File: src/rtl/ssd_scan_ctrl_if.sv
// -----------------------------------------------------------------------------
// ssd_scan_ctrl_if
//
// Bundles the data and display-side signals of the seven-segment scan
// controller so that the producer of display values and the controller share
// one connection.
//
// Signals:
//   value      [15:0] hex value to show, digit 0 in value[3:0]
//   load              single-cycle strobe capturing value
//   blank_lz          leading-zero blanking enable (live, not buffered)
//   seg        [7:0]  segment pattern for the active digit
//   ssd_ctl    [3:0]  digit enables, active low
//   frame_done        one-cycle pulse after each four-digit frame
//   pending           a loaded value is waiting for the frame boundary
//
// Modports:
//   master  drives value/load/blank_lz, observes the display outputs
//   slave   the scan controller itself
// -----------------------------------------------------------------------------
`timescale 1ns/1ps

interface ssd_scan_ctrl_if;
   logic [15:0] value;
   logic        load;
   logic        blank_lz;
   logic [7:0]  seg;
   logic [3:0]  ssd_ctl;
   logic        frame_done;
   logic        pending;

   modport master (
      output value,
      output load,
      output blank_lz,
      input  seg,
      input  ssd_ctl,
      input  frame_done,
      input  pending
   );

   modport slave (
      input  value,
      input  load,
      input  blank_lz,
      output seg,
      output ssd_ctl,
      output frame_done,
      output pending
   );
endinterface : ssd_scan_ctrl_if

File: src/rtl/ssd_scan_ctrl.sv
// -----------------------------------------------------------------------------
// ssd_scan_ctrl
//
// Time-multiplexing scan controller for a four-digit seven-segment display.
// A slot counter divides the clock into digit slots; each slot enables one
// digit (active low) and presents the matching nibble of the committed value
// to the hex decoder. New values are double-buffered and committed only at
// frame boundaries so a frame never mixes old and new digits. Optional
// leading-zero blanking turns off zero digits above the most significant
// non-zero digit; digit 0 always stays lit.
//
// Parameters:
//   DIV_MAX    slot length minus one, in clock cycles (1..65535)
//   DIV_WIDTH  width of the slot counter, 2**DIV_WIDTH > DIV_MAX
//
// Ports:
//   clk    system clock, rising edge
//   rst_n  asynchronous active-low reset
//   bus    ssd_scan_ctrl_if.slave (value/load/blank_lz in,
//          seg/ssd_ctl/frame_done/pending out)
//
// Also contains the hex-to-seven-segment decoder `display`
// (bin[3:0] -> segs[7:0], active-low segments, segs[7] is the decimal point
// and is kept off).
// -----------------------------------------------------------------------------
`timescale 1ns/1ps

module display (
   input  logic [3:0] bin,
   output logic [7:0] segs
);
   // Bit order {dp, g, f, e, d, c, b, a}, 0 = segment lit.
   always_comb begin
      // NOTE: every path through a combinational block assigns its outputs;
      // the default here prevents a latch if a case item is ever missed.
      segs = 8'hFF;
      unique case (bin)
         4'h0: segs = 8'hC0;
         4'h1: segs = 8'hF9;
         4'h2: segs = 8'hA4;
         4'h3: segs = 8'hB0;
         4'h4: segs = 8'h99;
         4'h5: segs = 8'h92;
         4'h6: segs = 8'h82;
         4'h7: segs = 8'hF8;
         4'h8: segs = 8'h80;
         4'h9: segs = 8'h90;
         4'hA: segs = 8'h88;
         4'hB: segs = 8'h83;
         4'hC: segs = 8'hC6;
         4'hD: segs = 8'hA1;
         4'hE: segs = 8'h86;
         4'hF: segs = 8'h8E;
         default: segs = 8'hFF;
      endcase
   end
endmodule : display

module ssd_scan_ctrl #(
   parameter int unsigned DIV_MAX   = 49999,
   parameter int unsigned DIV_WIDTH = 16
) (
   input logic                 clk,
   input logic                 rst_n,
   ssd_scan_ctrl_if.slave      bus
);

   localparam logic [DIV_WIDTH-1:0] DIV_LAST = DIV_WIDTH'(DIV_MAX);
   localparam logic [DIV_WIDTH-1:0] DIV_ONE  = DIV_WIDTH'(1);

   // ---------------------------------------------------------------------------
   // State
   // ---------------------------------------------------------------------------
   logic [DIV_WIDTH-1:0] cnt;          // position inside the current slot
   logic [1:0]           idx;          // digit currently being driven
   logic [15:0]          disp;         // value shown this frame
   logic [15:0]          pend_val;     // value waiting for the next boundary
   logic                 pending_q;
   logic                 frame_done_q;

   logic tick;   // last cycle of a digit slot
   logic fb;     // last cycle of a frame

   assign tick = (cnt == DIV_LAST);
   assign fb   = tick && (idx == 2'd3);

   // ---------------------------------------------------------------------------
   // Slot counter, digit rotation, double buffer and frame pulse
   // ---------------------------------------------------------------------------
   always_ff @(posedge clk or negedge rst_n) begin
      if (!rst_n) begin
         cnt          <= '0;
         idx          <= 2'd0;
         disp         <= 16'h0000;
         pend_val     <= 16'h0000;
         pending_q    <= 1'b0;
         frame_done_q <= 1'b0;
      end else begin
         // NOTE: sequential state uses non-blocking assignments so every
         // register here samples the pre-edge values (fb, pending_q, idx)
         // regardless of statement order.
         frame_done_q <= fb;

         if (tick) begin
            cnt <= '0;
            idx <= idx + 2'd1;
         end else begin
            cnt <= cnt + DIV_ONE;
         end

         // A load on the boundary cycle goes straight to the display; any
         // older pending value is dropped because it would be overwritten
         // before it could ever be shown.
         if (bus.load && fb) begin
            disp      <= bus.value;
            pending_q <= 1'b0;
         end else if (bus.load) begin
            pend_val  <= bus.value;
            pending_q <= 1'b1;
         end else if (fb && pending_q) begin
            disp      <= pend_val;
            pending_q <= 1'b0;
         end
      end
   end

   // ---------------------------------------------------------------------------
   // Nibble select and decode
   // ---------------------------------------------------------------------------
   logic [3:0] nibble;

   assign nibble = disp[{idx, 2'b00} +: 4];

   display u_display (
      .bin  (nibble),
      .segs (bus.seg)
   );

   // ---------------------------------------------------------------------------
   // Leading-zero blanking and digit enables
   //
   // Slot k is blanked when every digit from k upward is zero. Digit 0 is
   // never blanked so an all-zero value still shows a single "0". blank_lz is
   // deliberately not registered: it acts on ssd_ctl in the same cycle.
   // ---------------------------------------------------------------------------
   logic       blank;
   logic [3:0] enables;

   always_comb begin
      blank = 1'b0;
      unique case (idx)
         2'd0: blank = 1'b0;
         2'd1: blank = (disp[15:4]  == 12'h000);
         2'd2: blank = (disp[15:8]  == 8'h00);
         2'd3: blank = (disp[15:12] == 4'h0);
         default: blank = 1'b0;
      endcase
   end

   always_comb begin
      enables = 4'b1111;
      unique case (idx)
         2'd0: enables = 4'b1110;
         2'd1: enables = 4'b1101;
         2'd2: enables = 4'b1011;
         2'd3: enables = 4'b0111;
         default: enables = 4'b1111;
      endcase
   end

   assign bus.ssd_ctl    = (bus.blank_lz && blank) ? 4'b1111 : enables;
   assign bus.frame_done = frame_done_q;
   assign bus.pending    = pending_q;

   // ---------------------------------------------------------------------------
   // Structural properties
   // ---------------------------------------------------------------------------
   // At most one digit is ever enabled.
   assert property (@(posedge clk) disable iff (!rst_n)
      (bus.ssd_ctl == 4'b1111) || $onehot(~bus.ssd_ctl));

   // The slot counter never leaves its range.
   assert property (@(posedge clk) disable iff (!rst_n)
      cnt <= DIV_LAST);

endmodule : ssd_scan_ctrl
File: src/flat_wrapper.sv
// flat-port wrapper written by rule: the top's interface ports become plain ports
module ssd_scan_ctrl_flat 
#(
   parameter int unsigned DIV_MAX   = 49999,
   parameter int unsigned DIV_WIDTH = 16
)
  (clk, rst_n, bus_value, bus_load, bus_blank_lz, bus_seg, bus_ssd_ctl, bus_frame_done, bus_pending);
  ssd_scan_ctrl_if bus_i ();
  input logic clk;
  input logic rst_n;
  input wire logic [$bits(bus_i.value)-1:0] bus_value;
  input wire logic [$bits(bus_i.load)-1:0] bus_load;
  input wire logic [$bits(bus_i.blank_lz)-1:0] bus_blank_lz;
  output wire logic [$bits(bus_i.seg)-1:0] bus_seg;
  output wire logic [$bits(bus_i.ssd_ctl)-1:0] bus_ssd_ctl;
  output wire logic [$bits(bus_i.frame_done)-1:0] bus_frame_done;
  output wire logic [$bits(bus_i.pending)-1:0] bus_pending;
  assign bus_i.value = bus_value;
  assign bus_i.load = bus_load;
  assign bus_i.blank_lz = bus_blank_lz;
  assign bus_seg = bus_i.seg;
  assign bus_ssd_ctl = bus_i.ssd_ctl;
  assign bus_frame_done = bus_i.frame_done;
  assign bus_pending = bus_i.pending;
  ssd_scan_ctrl #(.DIV_MAX(DIV_MAX), .DIV_WIDTH(DIV_WIDTH)) u_core (.clk(clk), .rst_n(rst_n), .bus(bus_i));
endmodule
File: config.mk
export PLATFORM = sky130hd
export DESIGN_NAME = ssd_scan_ctrl_flat
export DESIGN_NICKNAME = d
export VERILOG_FILES = /design/src/rtl/ssd_scan_ctrl_if.sv /design/src/rtl/ssd_scan_ctrl.sv /design/src/flat_wrapper.sv
export SDC_FILE = /design/constraint.sdc
export NUM_CORES = 1
export LEC_CHECK = 0
export CORE_ASPECT_RATIO = 0.6
export CORE_MARGIN = 2
export CORE_UTILIZATION = 49
export CTS_CLUSTER_SIZE = 30
export DETAILED_ROUTE_END_ITERATION = 10
export GPL_TIMING_DRIVEN = 0
export PLACE_DENSITY = 0.71
export SLEW_MARGIN = 5
export SYNTH_ARGS = -nofsm -noshare
export SYNTH_HDL_FRONTEND = slang
export SYNTH_HIERARCHICAL = 1
export SYNTH_SLANG_ARGS = --single-unit
File: constraint.sdc
create_clock -name clk -period 5.5 [get_ports clk]
set_input_delay 1.375 -clock clk [delete_from_list [all_inputs] [get_ports clk]]
set_output_delay 1.375 -clock clk [all_outputs]
set_load 0.005 [all_outputs]
# After elaboration in Yosys (flattened, before gate mapping)
# Memory sizes are Yosys's and may differ from the RTL's.
# Cells that the tools add are included.
[word_totals] ff_bits=52 romBits=112 in_bits=20 out_inout_bits=14 wordCells=38 n_memories=1
[memory_table] memory="(no name shown)" words=16 word_bits=7 read_ports=1 rd_ports_with_merged_regs=0 write_ports=0 line="ssd_scan_ctrl.sv:37" rtl="unique case (bin)"
[classes] add_sub_neg=2 eq_ne=5 n_shift=1 mux=10 n_bitwise=1 n_reduce_logical=12
[ops] operator="2-to-1 mux 16 bit" count=4
[ops] operator="adder 16 x 1 -> 16 bit (second input constant)" count=1
[ops] operator="== test 16 bit (second input constant)" count=1
[ops] operator="one-hot mux 4 bit (4 select lines)" count=1
[ops] operator="indexed part select 16 x 5 -> 4 bit" count=1
[ops] operator="zero test 12 bit" count=1
[ops] operator="zero test 8 bit" count=1
[ops] operator="== test 2 bit (second input constant)" count=2
[ops] operator="logical AND 1 bit" count=4
[ops] operator="zero test 4 bit" count=1
[ops] operator="2-to-1 mux 4 bit" count=1
[ops] operator="one-hot mux 1 bit (4 select lines)" count=1
[ops] operator="AND reduction 2 bit" count=2
[ops] operator="2-to-1 mux 1 bit" count=3
[ops] operator="nonzero test 3 bit" count=1
[ops] operator="adder 2 x 1 -> 2 bit (second input constant)" count=1
[ops] operator="== test 2 x 1 -> 1 bit (second input constant)" count=1
[ops] operator="zero test 2 bit" count=1
[ops] operator="!= test 2 x 1 -> 1 bit (second input constant)" count=1
[ops] operator="nonzero test 2 bit" count=1
[ops] operator="inverter 1 bit" count=1

# Depth between registers and ports, before layout
[depth] depth_word=6 ltp_mapped=7 depth_no_buf=6

# By module
# Netlist, hierarchy kept.
[modules_own_cells] module="ssd_scan_ctrl" instances=1 cells_per_inst=201 area_each_um2=2555.0 seq_area_each_um2=1301.2
[modules_own_cells] module="display" instances=1 cells_per_inst=37 area_each_um2=282.8 seq_area_each_um2=0.0

# Least setup slack after synthesis
# OpenSTA, ideal clock, no wires.
[synth_path] kind="register -> output" startpoint="register u_core.idx[0]" endpoint="output port bus_seg[3]" t_arrival_ns=1.905 required_time_ns=4.125 path_slack_ns=2.220 stages_incl_launch_ff=8 n_path_buf=1 cell_sequence="dfrtp_1 > clkbuf_1 > mux4_2 > inv_1 > ha_1 > nand2_1 > a21oi_1 > a31oi_1"
[synth_via] elab_chain_len=2
[synth_lines] element="start: declaration" line="ssd_scan_ctrl.sv:75" rtl="logic [1:0] idx;"
[synth_lines] element="start signal: assignment" line="ssd_scan_ctrl.sv:106" rtl="idx <= idx + 2'd1;"
[synth_lines] element="indexed part select 16 x 5 -> 4 bit" line="ssd_scan_ctrl.sv:132" rtl="assign nibble = disp[{idx, 2'b00} +: 4];"
[synth_lines] element="net u_core.nibble[0]" line="ssd_scan_ctrl.sv:130" rtl="logic [3:0] nibble;"
[synth_lines] element="memory read (16 x 7 bit)"
[synth_lines] element="end: declaration" line="flat_wrapper.sv:14" rtl="output wire logic [$bits(bus_i.seg)-1:0] bus_seg;"
# The timed path passes the listed nets, and every way through them passes these cells.

# Worst setup path in the final report
# Same ends and word-level chain as after synthesis.

==> impl_metrics.py <==
metrics = {
    "status": {
        "outcome": "finished, final reports clean",
    },
    "timing": {
        "worst_pin_slew_ns": 0.6142,
        "fin_skew_ns": 0.005826,
        "relSlewSlack": 0.5868,
        "worst_slack_ns": 1.180,
        "period_share": 0.7854,
        "hold_viol": 0,
        "fin_crit_ns": 4.320,
        "fmaxAchievable_mhz": 231.5,
        "rsz0062_at_grt": "no",
        "tns_ns": 0,
        "drv_slew": 0,
        "setup-violations-final": 0,
    },
    "logic_synthesis": {
        "ys_top_cells_by_area": "dfrtp_1 46%, ha_1 6.6%, mux2_4 5.3%, o2bb2ai_1 4.3%, a22oi_1 4.0%",
        "yosysWarnings": 6,
        "syn_inst": 238,
        "synth_cell_types": 55,
        "synth_nets": 273,
        "yosys-top-cells-count": "52 x dfrtp_1, 15 x a22oi_1, 15 x ha_1, 15 x nand2_1, 14 x o2bb2ai_1",
        "synth_edf_count": 0,
        "synth_top_area_frac": 0.4586,
        "ys.flop_type": "dfrtp_1",
        "syn_area_per_cell_um2": 11.92,
        "yosysMostFrequentCell": "dfrtp_1",
        "ys_seq_elements": 52,
        "seq_area_frac_synth": 0.4586,
        "async_reset_ff_frac": 1.000,
        "synth_area_leader_cell": "dfrtp_1",
        "syn_area_um2": 2838,
    },
    "critical_path": {
        "cp.arrival_ns": 2.94,
        "slowest_delay_ns": 0.65,
        "reg2reg_depth": 6,
        "required_ns": 4.12,
        "worst-path-buf-inv": 3,
        "crit_path_end_kind": "output port",
        "critPathKind": "flop to output port",
        "r2r-start": "u_core/cnt[7]",
        "worst_setup_path_start_kind": "flop",
        "ff2ff_setup_slack_ns": 3.11,
        "cp-startpoint": "u_core/idx[0]",
        "crit_path_top_delay_cell": "mux4_2",
        "cp.depth": 8,
        "critPathTopFamily": "buffers and inverters",
        "crit_fanout": 6,
        "reg2reg_to": "u_core/pend_val[2]",
        "path_cells": "clkbuf_1 -> mux4_2 -> inv_1 -> ha_1 -> nand2_1 -> a21oi_1 -> a31oi_1 -> clkdlybuf4s50_1",
    },
    "placed_design": {
        "port_buffers": 31,
        "place_congestion": 0.8633,
        "place_ws_ns": 1.388,
        "dp_hpwl_mm": 4.362,
    },
    "detailed_routing": {
        "drt_iter0_markers": 97,
        "wl_mm": 5.868,
        "drc": 0,
        "postRouteAntennaNets": 0,
        "wire_per_inst_um": 16.39,
        "num_vias": 1921,
        "via_per_inst": 5.366,
        "firstDrtPassIters": 4,
    },
    "grt": {
        "grt_pass1_vias": 1890,
        "grt_usage": 0.2048,
        "grt_pass1_wl_mm": 10.14,
        "grt_max_degree": 36,
        "antenna_found_initial": 0,
        "overflow": 0,
    },
    "finish": {
        "layout-drive-gt1-share": 0.1763,
        "synthToLayoutAreaGrowth_pct": 18.30,
        "nFillCells": 489,
        "fin_nets": 312,
        "ff_latch_area_um2": 1301,
        "insertedDiodeCount": 0,
        "multi_input_area_um2": 1393,
    },
    "clock_tree": {
        "cts.reportedPaths.clkPinSlew_ns": 0.09,
        "cts-resized-gates": 0,
        "clockBufferDepth": 2,
        "root_buffer": "clkbuf_8",
        "clock-sinks": 52,
        "hold_buffers": 0,
        "htree_levels": 2,
        "cts_tree": "built",
        "insertion_delay_ns": 0.31,
        "cts_setup_buffers": 0,
        "cts_buffers": 5,
    },
    "run": {
        "cap_violations": 0,
    },
    "floorplanning": {
        "pin_count": 34,
        "die_h_um": 62.95,
        "die_x_um": 102.2,
        "start_util": 0.5094,
        "core_um2": 5570,
        "fp-row-count": 21,
        "die_area_um2": 6436,
    },
    "worst_hold_path": {
        "hold_path_class": "flop to flop",
        "holdPathStages": 1,
        "min-delay-start": "u_core/cnt[0]",
        "min_to": "u_core/cnt[0]",
    },
    "pwr": {
        "ir_worst_vdd_mv": 0.1236,
        "leakagePower_nw": 1.466,
        "p_per_area_nw_per_um2": 217.8,
    },
}
per-layer routing:
metal | wire (um) | vias up | part of all wire | GRT usage
met4 | 54 | 0 | 0.0092 | 0.04000
met1 | 3384 | 930 | 0.58 | 0.3615
li1 | - | 946 | - | -
met2 | 2110 | 37 | 0.36 | 0.2434
met3 | 320 | 8 | 0.055 | 0.04698
met5 | 0 | - | 0 | 0
final cells by class:
| type | instances | area share |
|---|---|---|
| multi-input combinational | 164 | 0.4148 |
| sequential | 52 | 0.3876 |
| tap | 80 | 0.02982 |
| clock inverter | 1 | 0.002236 |
| inverter | 8 | 0.009691 |
| clock buffer | 7 | 0.02572 |
| buffer | 14 | 0.03317 |
| timing repair buffer | 32 | 0.09691 |
worst register-to-register path, cell delays in order, from the launching register on:
cell and delay [ns]:
dfrtp_1 0.44, or4b_1 0.54, or4_4 0.55, clkbuf_8 0.19, nand2_8 0.11, buf_12 0.15
mux2_4 0.30
through the flow:
| stage | hold WS [ns] | instances | total power, mW | utilization | instance area, um^2 |
|---|---|---|---|---|---|
| floorplan | 0.4516 | 238 | 0.4676 | - | 2838 |
| global placement | 0.4745 | 349 | 0.5091 | 0.5831 | 3248 |
| detailed placement | 0.4810 | 350 | 0.5115 | 0.5858 | 3263 |
| CTS | 0.4943 | 358 | 0.7418 | 0.6027 | 3357 |
| global route | 0.5239 | 358 | 0.7688 | 0.6027 | 3357 |
| finish | 0.4937 | 358 | 0.7311 | 0.6027 | 3357 |
registers in the layout, summed over array words and instances, names as in the netlist:
signal / count
u_core/bus.pending: 1
u_core/idx: 2
u_core/disp: 16
u_core/pend_val: 16
u_core/cnt: 16
u_core/bus.frame_done: 1
how the worst max path moves through the flow:
stage,endpoint
finish,bus_seg[3]
CTS,bus_seg[3]
floorplan,bus_seg[3]
detailed placement,bus_ssd_ctl[2]
global placement,bus_ssd_ctl[1]
global route,bus_seg[3]
logic make-up (layout without fill, tap and decap cells):
kind of cell / after synthesis / in the layout / share of synthesized area
buf+inv: 22 / 62 / 0.05070
xor+xnor: 11 / 11 / 0.03395
flops: 52 / 52 / 0.4586
fa+ha+maj: 15 / 15 / 0.06614
other cells: 1 / 1 / 0.001321
mux: 24 / 24 / 0.1235
simple gates: 59 / 59 / 0.1221
compound gates: 54 / 54 / 0.1437
cells in the final DEF, fill, tap and decap left out, types with 6 or more instances in the layout:
| cell type | synthesis | layout |
|---|---|---|
| o2bb2ai_1 | 14 | 14 |
| nand2_1 | 15 | 15 |
| mux2_4 | 10 | 10 |
| inv_1 | 7 | 7 |
| mux2_2 | 8 | 8 |
| nor2_1 | 8 | 8 |
| a22oi_1 | 15 | 15 |
| o21ai_0 | 7 | 7 |
| ha_1 | 15 | 15 |
| dfrtp_1 | 52 | 52 |
| xnor2_1 | 6 | 6 |
| clkdlybuf4s50_1 | 0 | 30 |
| clkbuf_8 | 1 | 7 |
report_power, final:
part | switching, mW | total (mW) | internal (mW)
clock | 0.125 | 0.227 | 0.102
sequential | 0.0116 | 0.411 | 0.399
combinational | 0.0394 | 0.0929 | 0.0535
Power figures use the tool's default switching activity.
